File: config.mk
export PLATFORM = sky130hd
export DESIGN_NAME = arith_arbiter_flat
export DESIGN_NICKNAME = d
export VERILOG_FILES = /design/src/rtl/arith_arbiter_if.sv /design/src/rtl/arith_arbiter.sv /design/src/flat_wrapper.sv
export SDC_FILE = /design/constraint.sdc
export NUM_CORES = 1
export LEC_CHECK = 0
export CORE_ASPECT_RATIO = 1.75
export CORE_MARGIN = 2
export CORE_UTILIZATION = 42
export DETAILED_ROUTE_END_ITERATION = 10
export GPL_TIMING_DRIVEN = 0
export PLACE_DENSITY = 0.86
export SYNTH_ARGS = -nofsm -noshare
export SYNTH_HDL_FRONTEND = slang
export SYNTH_SLANG_ARGS = --single-unit
export TNS_END_PERCENT = 100
File: constraint.sdc
create_clock -name clk -period 2.7 [get_ports clk]
set_input_delay 0.405 -clock clk [delete_from_list [all_inputs] [get_ports clk]]
set_output_delay 0.405 -clock clk [all_outputs]
set_load 0.02 [all_outputs]
File: src/rtl/arith_arbiter_if.sv
// Bundles both requester channels, the shared datapath hookup and the response
// channel of arith_arbiter; slave is the arbiter side, master is the environment.
interface arith_arbiter_if #(
   parameter int WIDTH = 16
);
   logic             req0_valid;
   logic             req0_ready;
   logic [1:0]       req0_op;
   logic [WIDTH-1:0] req0_num1;
   logic [WIDTH-1:0] req0_num2;

   logic             req1_valid;
   logic             req1_ready;
   logic [1:0]       req1_op;
   logic [WIDTH-1:0] req1_num1;
   logic [WIDTH-1:0] req1_num2;

   logic [1:0]       dp_op;
   logic [WIDTH-1:0] dp_num1;
   logic [WIDTH-1:0] dp_num2;
   logic [WIDTH-1:0] dp_result;
   logic             dp_overflow;

   logic             rsp_valid;
   logic             rsp_ready;
   logic             rsp_id;
   logic [WIDTH-1:0] rsp_result;
   logic             rsp_overflow;

   logic             busy;
   logic [15:0]      grant_cnt0;
   logic [15:0]      grant_cnt1;
   logic [15:0]      ovf_cnt;

   modport slave (
      input  req0_valid, req0_op, req0_num1, req0_num2,
      input  req1_valid, req1_op, req1_num1, req1_num2,
      input  dp_result, dp_overflow, rsp_ready,
      output req0_ready, req1_ready,
      output dp_op, dp_num1, dp_num2,
      output rsp_valid, rsp_id, rsp_result, rsp_overflow,
      output busy, grant_cnt0, grant_cnt1, ovf_cnt
   );

   modport master (
      output req0_valid, req0_op, req0_num1, req0_num2,
      output req1_valid, req1_op, req1_num1, req1_num2,
      output dp_result, dp_overflow, rsp_ready,
      input  req0_ready, req1_ready,
      input  dp_op, dp_num1, dp_num2,
      input  rsp_valid, rsp_id, rsp_result, rsp_overflow,
      input  busy, grant_cnt0, grant_cnt1, ovf_cnt
   );
endinterface

File: src/rtl/arith_arbiter.sv
// Round-robin arbiter sharing one multicycle add/mult datapath between two requesters.
// Define ARB_STATS_EN to build the saturating grant/overflow statistics counters.
module arith_arbiter #(
   parameter int SETTLE_CYCLES = 2,
   parameter int WIDTH         = 16
) (
   input logic            clk,
   input logic            rst,
   arith_arbiter_if.slave bus
);
   localparam logic [3:0] SETTLE_LOAD = 4'(SETTLE_CYCLES - 1);

   typedef enum logic [1:0] {
      IDLE = 2'd0,
      EXEC = 2'd1,
      RESP = 2'd2
   } state_t;

   state_t           state_q, state_d;
   logic             last_grant_q, last_grant_d;
   logic [3:0]       cnt_q, cnt_d;
   logic [1:0]       dp_op_q, dp_op_d;
   logic [WIDTH-1:0] dp_num1_q, dp_num1_d;
   logic [WIDTH-1:0] dp_num2_q, dp_num2_d;
   logic [WIDTH-1:0] rsp_result_q, rsp_result_d;
   logic             rsp_overflow_q, rsp_overflow_d;
   logic             rsp_id_q, rsp_id_d;
   logic             rsp_valid_q, rsp_valid_d;

   logic             grant0;
   logic             grant1;
   logic             accept;
   logic             rsp_fire;

   // Grant is not locked: it is recomputed every cycle from the live valids.
   always_comb begin
      grant0   = bus.req0_valid & (~bus.req1_valid | last_grant_q);
      grant1   = bus.req1_valid & (~bus.req0_valid | ~last_grant_q);
      accept   = (state_q == IDLE) & (grant0 | grant1);
      rsp_fire = rsp_valid_q & bus.rsp_ready;
   end

   always_ff @(posedge clk or negedge rst) begin
      if (!rst) begin
         state_q <= IDLE;
      end else begin
         state_q <= state_d;
      end
   end

   always_comb begin
      state_d = state_q;
      case (state_q)
         IDLE:    if (accept) state_d = EXEC;
         EXEC:    if (cnt_q == 4'd0) state_d = RESP;
         RESP:    if (bus.rsp_ready) state_d = IDLE;
         default: state_d = IDLE;
      endcase
   end

   always_comb begin
      bus.req0_ready = (state_q == IDLE) & grant0;
      bus.req1_ready = (state_q == IDLE) & grant1;
      bus.busy       = (state_q != IDLE);
   end

   always_comb begin
      last_grant_d   = last_grant_q;
      cnt_d          = cnt_q;
      dp_op_d        = dp_op_q;
      dp_num1_d      = dp_num1_q;
      dp_num2_d      = dp_num2_q;
      rsp_result_d   = rsp_result_q;
      rsp_overflow_d = rsp_overflow_q;
      rsp_id_d       = rsp_id_q;
      rsp_valid_d    = rsp_valid_q;

      if (accept) begin
         dp_op_d      = grant1 ? bus.req1_op   : bus.req0_op;
         dp_num1_d    = grant1 ? bus.req1_num1 : bus.req0_num1;
         dp_num2_d    = grant1 ? bus.req1_num2 : bus.req0_num2;
         rsp_id_d     = grant1;
         last_grant_d = grant1;
         cnt_d        = SETTLE_LOAD;
      end else if (state_q == EXEC) begin
         // Sample the datapath only once the full settle window has elapsed.
         if (cnt_q == 4'd0) begin
            rsp_result_d   = bus.dp_result;
            rsp_overflow_d = bus.dp_overflow;
            rsp_valid_d    = 1'b1;
         end else begin
            cnt_d = cnt_q - 4'd1;
         end
      end else if (rsp_fire) begin
         rsp_valid_d = 1'b0;
      end
   end

   always_ff @(posedge clk or negedge rst) begin
      if (!rst) begin
         last_grant_q   <= 1'b1;
         cnt_q          <= 4'd0;
         dp_op_q        <= 2'd0;
         dp_num1_q      <= '0;
         dp_num2_q      <= '0;
         rsp_result_q   <= '0;
         rsp_overflow_q <= 1'b0;
         rsp_id_q       <= 1'b0;
         rsp_valid_q    <= 1'b0;
      end else begin
         last_grant_q   <= last_grant_d;
         cnt_q          <= cnt_d;
         dp_op_q        <= dp_op_d;
         dp_num1_q      <= dp_num1_d;
         dp_num2_q      <= dp_num2_d;
         rsp_result_q   <= rsp_result_d;
         rsp_overflow_q <= rsp_overflow_d;
         rsp_id_q       <= rsp_id_d;
         rsp_valid_q    <= rsp_valid_d;
      end
   end

   assign bus.dp_op        = dp_op_q;
   assign bus.dp_num1      = dp_num1_q;
   assign bus.dp_num2      = dp_num2_q;
   assign bus.rsp_valid    = rsp_valid_q;
   assign bus.rsp_id       = rsp_id_q;
   assign bus.rsp_result   = rsp_result_q;
   assign bus.rsp_overflow = rsp_overflow_q;

`ifdef ARB_STATS_EN
   logic [1:0]  grant_fire;
   logic        ovf_fire;
   logic [15:0] ovf_cnt_q, ovf_cnt_d;

   assign grant_fire = {accept & grant1, accept & grant0};
   assign ovf_fire   = rsp_fire & rsp_overflow_q;

   genvar gi;
   generate
      for (gi = 0; gi < 2; gi++) begin : g_grant_cnt
         logic [15:0] cnt_q, cnt_d;

         always_comb begin
            cnt_d = cnt_q;
            if (grant_fire[gi] && (cnt_q != 16'hFFFF)) cnt_d = cnt_q + 16'd1;
         end

         always_ff @(posedge clk or negedge rst) begin
            if (!rst) begin
               cnt_q <= 16'd0;
            end else begin
               cnt_q <= cnt_d;
            end
         end
      end
   endgenerate

   always_comb begin
      ovf_cnt_d = ovf_cnt_q;
      if (ovf_fire && (ovf_cnt_q != 16'hFFFF)) ovf_cnt_d = ovf_cnt_q + 16'd1;
   end

   always_ff @(posedge clk or negedge rst) begin
      if (!rst) begin
         ovf_cnt_q <= 16'd0;
      end else begin
         ovf_cnt_q <= ovf_cnt_d;
      end
   end

   assign bus.grant_cnt0 = g_grant_cnt[0].cnt_q;
   assign bus.grant_cnt1 = g_grant_cnt[1].cnt_q;
   assign bus.ovf_cnt    = ovf_cnt_q;
`else
   assign bus.grant_cnt0 = 16'd0;
   assign bus.grant_cnt1 = 16'd0;
   assign bus.ovf_cnt    = 16'd0;
`endif

endmodule

File: src/flat_wrapper.sv
// flat-port wrapper written by rule: the top's interface ports become plain ports
module arith_arbiter_flat 
#(
   parameter int SETTLE_CYCLES = 2,
   parameter int WIDTH         = 16
)
  (clk, rst, bus_req0_valid, bus_req0_op, bus_req0_num1, bus_req0_num2, bus_req1_valid, bus_req1_op, bus_req1_num1, bus_req1_num2, bus_dp_result, bus_dp_overflow, bus_rsp_ready, bus_req0_ready, bus_req1_ready, bus_dp_op, bus_dp_num1, bus_dp_num2, bus_rsp_valid, bus_rsp_id, bus_rsp_result, bus_rsp_overflow, bus_busy, bus_grant_cnt0, bus_grant_cnt1, bus_ovf_cnt);
  arith_arbiter_if #(.WIDTH(WIDTH)) bus_i ();
  input logic clk;
  input logic rst;
  input wire logic [$bits(bus_i.req0_valid)-1:0] bus_req0_valid;
  input wire logic [$bits(bus_i.req0_op)-1:0] bus_req0_op;
  input wire logic [$bits(bus_i.req0_num1)-1:0] bus_req0_num1;
  input wire logic [$bits(bus_i.req0_num2)-1:0] bus_req0_num2;
  input wire logic [$bits(bus_i.req1_valid)-1:0] bus_req1_valid;
  input wire logic [$bits(bus_i.req1_op)-1:0] bus_req1_op;
  input wire logic [$bits(bus_i.req1_num1)-1:0] bus_req1_num1;
  input wire logic [$bits(bus_i.req1_num2)-1:0] bus_req1_num2;
  input wire logic [$bits(bus_i.dp_result)-1:0] bus_dp_result;
  input wire logic [$bits(bus_i.dp_overflow)-1:0] bus_dp_overflow;
  input wire logic [$bits(bus_i.rsp_ready)-1:0] bus_rsp_ready;
  output wire logic [$bits(bus_i.req0_ready)-1:0] bus_req0_ready;
  output wire logic [$bits(bus_i.req1_ready)-1:0] bus_req1_ready;
  output wire logic [$bits(bus_i.dp_op)-1:0] bus_dp_op;
  output wire logic [$bits(bus_i.dp_num1)-1:0] bus_dp_num1;
  output wire logic [$bits(bus_i.dp_num2)-1:0] bus_dp_num2;
  output wire logic [$bits(bus_i.rsp_valid)-1:0] bus_rsp_valid;
  output wire logic [$bits(bus_i.rsp_id)-1:0] bus_rsp_id;
  output wire logic [$bits(bus_i.rsp_result)-1:0] bus_rsp_result;
  output wire logic [$bits(bus_i.rsp_overflow)-1:0] bus_rsp_overflow;
  output wire logic [$bits(bus_i.busy)-1:0] bus_busy;
  output wire logic [$bits(bus_i.grant_cnt0)-1:0] bus_grant_cnt0;
  output wire logic [$bits(bus_i.grant_cnt1)-1:0] bus_grant_cnt1;
  output wire logic [$bits(bus_i.ovf_cnt)-1:0] bus_ovf_cnt;
  assign bus_i.req0_valid = bus_req0_valid;
  assign bus_i.req0_op = bus_req0_op;
  assign bus_i.req0_num1 = bus_req0_num1;
  assign bus_i.req0_num2 = bus_req0_num2;
  assign bus_i.req1_valid = bus_req1_valid;
  assign bus_i.req1_op = bus_req1_op;
  assign bus_i.req1_num1 = bus_req1_num1;
  assign bus_i.req1_num2 = bus_req1_num2;
  assign bus_i.dp_result = bus_dp_result;
  assign bus_i.dp_overflow = bus_dp_overflow;
  assign bus_i.rsp_ready = bus_rsp_ready;
  assign bus_req0_ready = bus_i.req0_ready;
  assign bus_req1_ready = bus_i.req1_ready;
  assign bus_dp_op = bus_i.dp_op;
  assign bus_dp_num1 = bus_i.dp_num1;
  assign bus_dp_num2 = bus_i.dp_num2;
  assign bus_rsp_valid = bus_i.rsp_valid;
  assign bus_rsp_id = bus_i.rsp_id;
  assign bus_rsp_result = bus_i.rsp_result;
  assign bus_rsp_overflow = bus_i.rsp_overflow;
  assign bus_busy = bus_i.busy;
  assign bus_grant_cnt0 = bus_i.grant_cnt0;
  assign bus_grant_cnt1 = bus_i.grant_cnt1;
  assign bus_ovf_cnt = bus_i.ovf_cnt;
  arith_arbiter #(.SETTLE_CYCLES(SETTLE_CYCLES), .WIDTH(WIDTH)) u_core (.clk(clk), .rst(rst), .bus(bus_i));
endmodule
==> results of run 1 <==
## stage by stage
stage	cells	power (W)
after detailed placement	609	0.00528
after floorplan	371	0.00389
after global routing	625	0.00662
after CTS	625	0.00632
final	625	0.00626
after global placement	608	0.00515
## metal layers
| layer | vias to the layer above | track usage (%) | part of all wire (%) |
|---|---|---|---|
| li1 | 1425 | - | - |
| met1 | 1419 | 22.1 | 34 |
| met2 | 138 | 41.0 | 57 |
| met3 | 20 | 4.03 | 5.7 |
| met4 | 0 | 10.8 | 3.1 |
| met5 | - | 0 | 0 |
## report_power, final
part	total (W)	switching [W]	internal (W)
Combinational	0.00358	0.00181	0.00177
Clock	0.00101	0.000370	0.000643
Sequential	0.00167	0.000294	0.00137
Total	0.00626	0.00247	0.00379
## timing repair
item,4_1_cts,5_1_grt
resized for setup,0,1
setup endpoints to repair,0,1
hold endpoints to repair,0,0
## layout by cell type (no fill, tap or decap), types with 3 or more instances in the layout
cell type / n
a31oi_2: 9
a31oi_4: 20
mux2_2: 8
nand3_1: 3
o21ai_0: 4
buf_2: 4
nor3_1: 3
inv_1: 3
buf_4: 49
clkbuf_1: 14
a31oi_1: 6
nor2_1: 3
dfrtp_1: 59
a21oi_1: 34
clkdlybuf4s50_1: 143
clkbuf_16: 9
buf_12: 3
conb_1: 48
nand2_1: 70
buf_6: 5
mux2_4: 9
## worst max path at each step
| stage | from | end | slack [ps] | depth (start not counted) |
|---|---|---|---|---|
| after floorplan | bus_req1_valid | bus_req1_ready | 1040 | 3 |
| after global placement | rst | u_core.bus.dp_num2[9]$_DFFE_PN0P_ | -680 | 1 |
| after detailed placement | bus_req1_valid | bus_req1_ready | 6 | 5 |
| after CTS | bus_req1_valid | bus_req1_ready | 3 | 5 |
| after global routing | u_core.state_q[0]$_DFFE_PN0P_ | bus_busy | 70 | 5 |
| final | u_core.state_q[0]$_DFFE_PN0P_ | bus_busy | 190 | 5 |
## area by class of cell
cell class	count	area (um^2)	area share [%]
plain buffers	69	517	9.31
clock buffers	14	254	4.58
clock inverters	2	10.0	0.180
inverters	3	11.3	0.203
multi-input cells	239	1670	30.1
flip-flops and latches	60	1500	27.1
well taps	92	115	2.07
repair buffers	146	1470	26.5
## state kept, by name (all words and copies together) (netlist names)
register                 count
u_core.bus.rsp_id            1
u_core.state_q               2
u_core.bus.dp_num1          16
u_core.bus.rsp_result       16
u_core.cnt_q                 4
u_core.bus.dp_op             2
u_core.last_grant_q          1
u_core.bus.dp_num2          16
u_core.bus.rsp_overflow      1
u_core.bus.rsp_valid         1
## logic make-up (layout without fill, tap and decap cells)
kind of cell,Yosys count,after routing,synth area share (%)
flops,60,60,42.6
fa+ha+maj,2,2,0.709
other cells,1,48,0.106
mux,17,17,6.39
buf+inv,72,234,15.0
simple gates,89,89,11.0
compound gates,83,83,24.2
## worst reg2reg max path, stage by stage (launching register included)
cell     delay [ps]
dfrtp_1         410
inv_1           110
ha_1            190
nor3b_2         320
nand2_4         160
buf_6           190
mux2_4          300
==> flow_summary.yaml, run 1 <==
run_status:
  status: "completed"
cts:
  clk_latency_ps: 320
  htree_levels: 3
  hold_buffers: 0
  clock_tree.buffer_depth: 2
  clk_pin_slew_ps: 50
  cts_tree: "built"
  cts_root_buf: "clkbuf_16"
  cts-buffers-inserted: 9
  postCtsSetupRepairBufs: 0
  clock_sinks: 60
placed_design:
  gp_congestion: 0.802
  place_area_mm2: 0.00529
  portBuffers: 145
  hpwlAfterDp_um: 7510
  pre_cts_slack_ps: 5.75
timing:
  setup_viol: 0
  max_freq_mhz: 399
  setup_slack_ps: 193
  drv_slew: 0
  skew_ps: 6.32
  hold_viol: 0
  rsz0062_at_grt: "no"
  period_share_pct: 92.9
  holdWs_ps: 98.1
  timing_worst_slew_pin_value_ps: 622
  layout_min_cycle_time_ps: 2510
  relSlewSlack_pct: 58.6
  tns_ps: 0
synth:
  yosys_warnings: 0
  yosysMostFrequentCell: "nand2_1"
  ys_ff_latch: 60
  synthDominantCellAreaShare_pct: 41.9
  synth_area_leader_cell: "dfrtp_1"
  synthArstFlopShare_pct: 100
  synth-edff-count: 0
  synth_cell_types: 38
  synth_commonest_cells: "nand2_1, dfrtp_1, buf_4, a21oi_1, a31oi_4"
  synth_seq_area_share_pct: 42.6
  syn-cell-area_mm2: 0.00353
  yosys_most_used_dff: "dfrtp_1"
  avgSynthCellArea_um2: 10.9
  synthCells: 324
  ys_top_cells_by_area: "dfrtp_1, a31oi_4, buf_4, nand2_1, a21oi_1"
job:
  cap_violations: 0
floorplan:
  die-area_mm2: 0.00918
  dieHeight_um: 125
  core-area_mm2: 0.00820
  start_util_pct: 43.0
  rows: 44
  die_w_um: 73.3
  ioPinCount: 194
grt:
  antenna_found_initial: 0
  grt_pass1_wl_um: 15400
  grt_max_degree: 36
  overflow: 0
  grt_pass1_vias: 3182
  grt_usage_pct: 21.9
cells_and_area:
  nets: 620
  drive_gt1_share_pct: 23.8
  diodes: 0
  final_area_mm2: 0.00555
  area_growth_syn_to_layout_pct: 57.4
  n_fill_cell: 632
  final_core_util_pct: 67.7
route:
  wirelength_um: 9700
  antenna_left: 0
  dr.pass1.iters: 4
  first_iter_violations: 103
  via_per_inst: 4.80
  drc_errors: 0
  drt-wirelength-per-cell_um: 15.5
  vias: 3002
power_and_ir_drop:
  power.density_mw_per_mm2: 1130
  vdd_drop_max_mv: 0.531
  p_leak_nw: 2.44
worst_setup_path:
  worst_r2r_endpoint: "u_core.bus.rsp_result[11]$_DFFE_PN0P_"
  crit_buf_inv: 4
  r2r_cells: 6
  end_kind: "output pin"
  crit_fanout: 10
  cp.arrival_ps: 2100
  cp_slowest_stage_delay_ps: 530
  critPathRequiredTime_ps: 2300
  crit_family: "buffers and inverters"
  regToRegSetupSlack_ps: 910
  crit_top_cell: "buf_2"
  critPathLaunchType: "register"
  reg2reg_from: "u_core.cnt_q[0]$_DFFE_PN0P_"
  path_class: "reg2out"
  crit_chain: "nor2_1 > buf_2 > buf_2 > inv_1 > clkdlybuf4s50_1"
  crit_path_top_delay_cell: "clkdlybuf4s50_1"
min_path:
  hp-class: "in2async"
(Power assumes the default switching activity.)
==> inputs of run 2 (changes only) <==
Settings changed: CORE_MARGIN 2 to 1, CORE_UTILIZATION 42 to 36, PLACE_DENSITY 0.86 to 0.78.
Clock period 2.7 ns to 2.25 ns, I/O delays scaled along.
==> flow_summary.yaml, run 2 (synthesized netlist as in run 1, its figures left out) <==
floorplan:
  die-area_mm2: 0.0102
  die_w_um: 76.8
  ioPinCount: 194
  core-area_mm2: 0.00947
  start_util_pct: 37.3
  dieHeight_um: 133
  rows: 47
grt:
  grt_pass1_vias: 2992
  grt_max_degree: 34
  antenna_found_initial: 0
  grt_usage_pct: 18.2
  overflow: 0
  grt_pass1_wl_um: 14200
worst_setup_path:
  r2r_cells: 6
  end_kind: "output pin"
  critPathRequiredTime_ps: 1910
  crit_buf_inv: 3
  crit_fanout: 8
  crit_family: "buffers and inverters"
  crit_chain: "clkdlybuf4s50_1 > a21bo_2 > buf_4 > nor3_1 > clkbuf_2"
  cp.arrival_ps: 1770
  crit_path_top_delay_cell: "clkdlybuf4s50_1"
  cp_slowest_stage_delay_ps: 530
  path_class: "in2out"
  cp.depth: 5
  critPathLaunchType: "input pin"
cells_and_area:
  nets: 620
  final_area_mm2: 0.00562
  area_growth_syn_to_layout_pct: 59.4
  drive_gt1_share_pct: 24.4
  diodes: 0
  final_common_cell: "clkdlybuf4s50_1"
  n_fill_cell: 800
  final_cell_mix: "clkdlybuf4s50_1, nand2_1, dfrtp_1"
route:
  wirelength_um: 9110
  via_per_inst: 4.48
  dr.pass1.iters: 4
  drc_errors: 0
  drt-wirelength-per-cell_um: 13.9
  first_iter_violations: 93
  vias: 2932
  antenna_left: 0
min_path:
  hp-class: "in2async"
power_and_ir_drop:
  intPower_w: 0.00466
  p_leak_nw: 2.45
  vdd_drop_max_mv: 0.564
  p_sw_share_pct: 38.6
  total_power_w: 0.00759
  p_clk_share_pct: 17.6
  p_seq_share_pct: 26.2
  switchingPower_w: 0.00293
  p_comb_share_pct: 56.3
  power.density_mw_per_mm2: 1350
cts:
  cts-buffers-inserted: 9
  cts_root_buf: "clkbuf_16"
  clock_tree.buffer_depth: 2
  postCtsSetupRepairBufs: 0
  htree_levels: 3
  cts_tree: "built"
  clk_latency_ps: 320
  clock_sinks: 60
  hold_buffers: 0
  clk_pin_slew_ps: 50
timing:
  setup_viol: 0
  period_share_pct: 93.8
  drv_slew: 0
  hold_viol: 0
  holdWs_ps: 42.6
  tns_ps: 0
  rsz0062_at_grt: "no"
  relSlewSlack_pct: 56.8
  skew_ps: 5.36
  timing_worst_slew_pin_value_ps: 648
  max_freq_mhz: 474
  layout_min_cycle_time_ps: 2110
placed_design:
  hpwlAfterDp_um: 7150
  gp_congestion: 0.778
  portBuffers: 145
  place_area_mm2: 0.00532
run_status:
  status: "completed"
job:
  cap_violations: 0
==> run 2: changes by cell type in the layout (fill, tap and decap cells not counted), sizes merged <==
cell / delta
dlymetal6s2s: -1
clkinv: -2
dlygate4sd2: +2
clkbuf: +3
clkdlybuf4s50: -2
==> run 2: worst paths after layout <==
path	endpoint	startpoint	slack [ps]
worst min-delay path	u_core.bus.rsp_result[12]$_DFFE_PN0P_	rst	40
worst max register to register	u_core.bus.rsp_result[13]$_DFFE_PN0P_	u_core.cnt_q[0]$_DFFE_PN0P_	470
worst min register to register	u_core.bus.rsp_id$_DFFE_PN0P_	u_core.bus.rsp_id$_DFFE_PN0P_	470
max in group asynchronous	u_core.bus.dp_num2[12]$_DFFE_PN0P_	rst	1600
worst max-delay path	bus_req1_ready	bus_req1_valid	140
min in group clk	u_core.bus.rsp_id$_DFFE_PN0P_	u_core.bus.rsp_id$_DFFE_PN0P_	470
==> run 2: area by class of cell <==
type,count,area (um^2),area share (%)
Inverter,3,11.3,0.200
Multi-Input combinational cell,239,1670,29.8
Tap cell,122,153,2.72
Buffer,69,522,9.28
Clock buffer,16,302,5.36
Timing Repair Buffer,146,1460,26.0
Sequential cell,60,1500,26.7
==> run 2: per-stage QoR <==
| step | instances | setup slack [ps] | util (%) |
|---|---|---|---|
| after global routing | 655 | 35.6 | 59.4 |
| after global placement | 638 | -1090 | 56.1 |
| after CTS | 655 | 2.55 | 59.4 |
| after floorplan | 371 | 652 | - |
| final | 655 | 140 | 59.4 |
| after detailed placement | 639 | -311 | 56.2 |
==> run 2: worst register-to-register path, stage by stage (launching register included) <==
cell and delay [ps]:
dfrtp_1 410, inv_1 90, ha_1 180, nor3b_2 310, nand2_4 160, buf_6 200
mux2_4 300
==> run 2: power groups by stage <==
| stage | Sequential, W | Clock (W) | Combinational [W] |
|---|---|---|---|
| after floorplan | 0.00255 | 0 | 0.00212 |
| after global placement | 0.00197 | 0 | 0.00423 |
| after detailed placement | 0.00199 | 0 | 0.00432 |
| after CTS | 0.00199 | 0.00138 | 0.00433 |
| after global routing | 0.00205 | 0.00143 | 0.00454 |
| final | 0.00199 | 0.00134 | 0.00427 |
==> run 2: layer usage <==
layer / vias to the layer above / share of wire, % / GRT usage, %
met5: - / 0 / 0
met4: 0 / 2.8 / 9.40
met3: 16 / 6.8 / 4.55
met2: 140 / 56 / 34.7
met1: 1352 / 35 / 17.6
li1: 1424 / - / -
==> run 2: repair_timing <==
item | 4_1_cts | 5_1_grt
endpoints found under the hold margin | 0 | 0
resized for setup | 6 | 2
setup endpoints to repair | 3 | 1
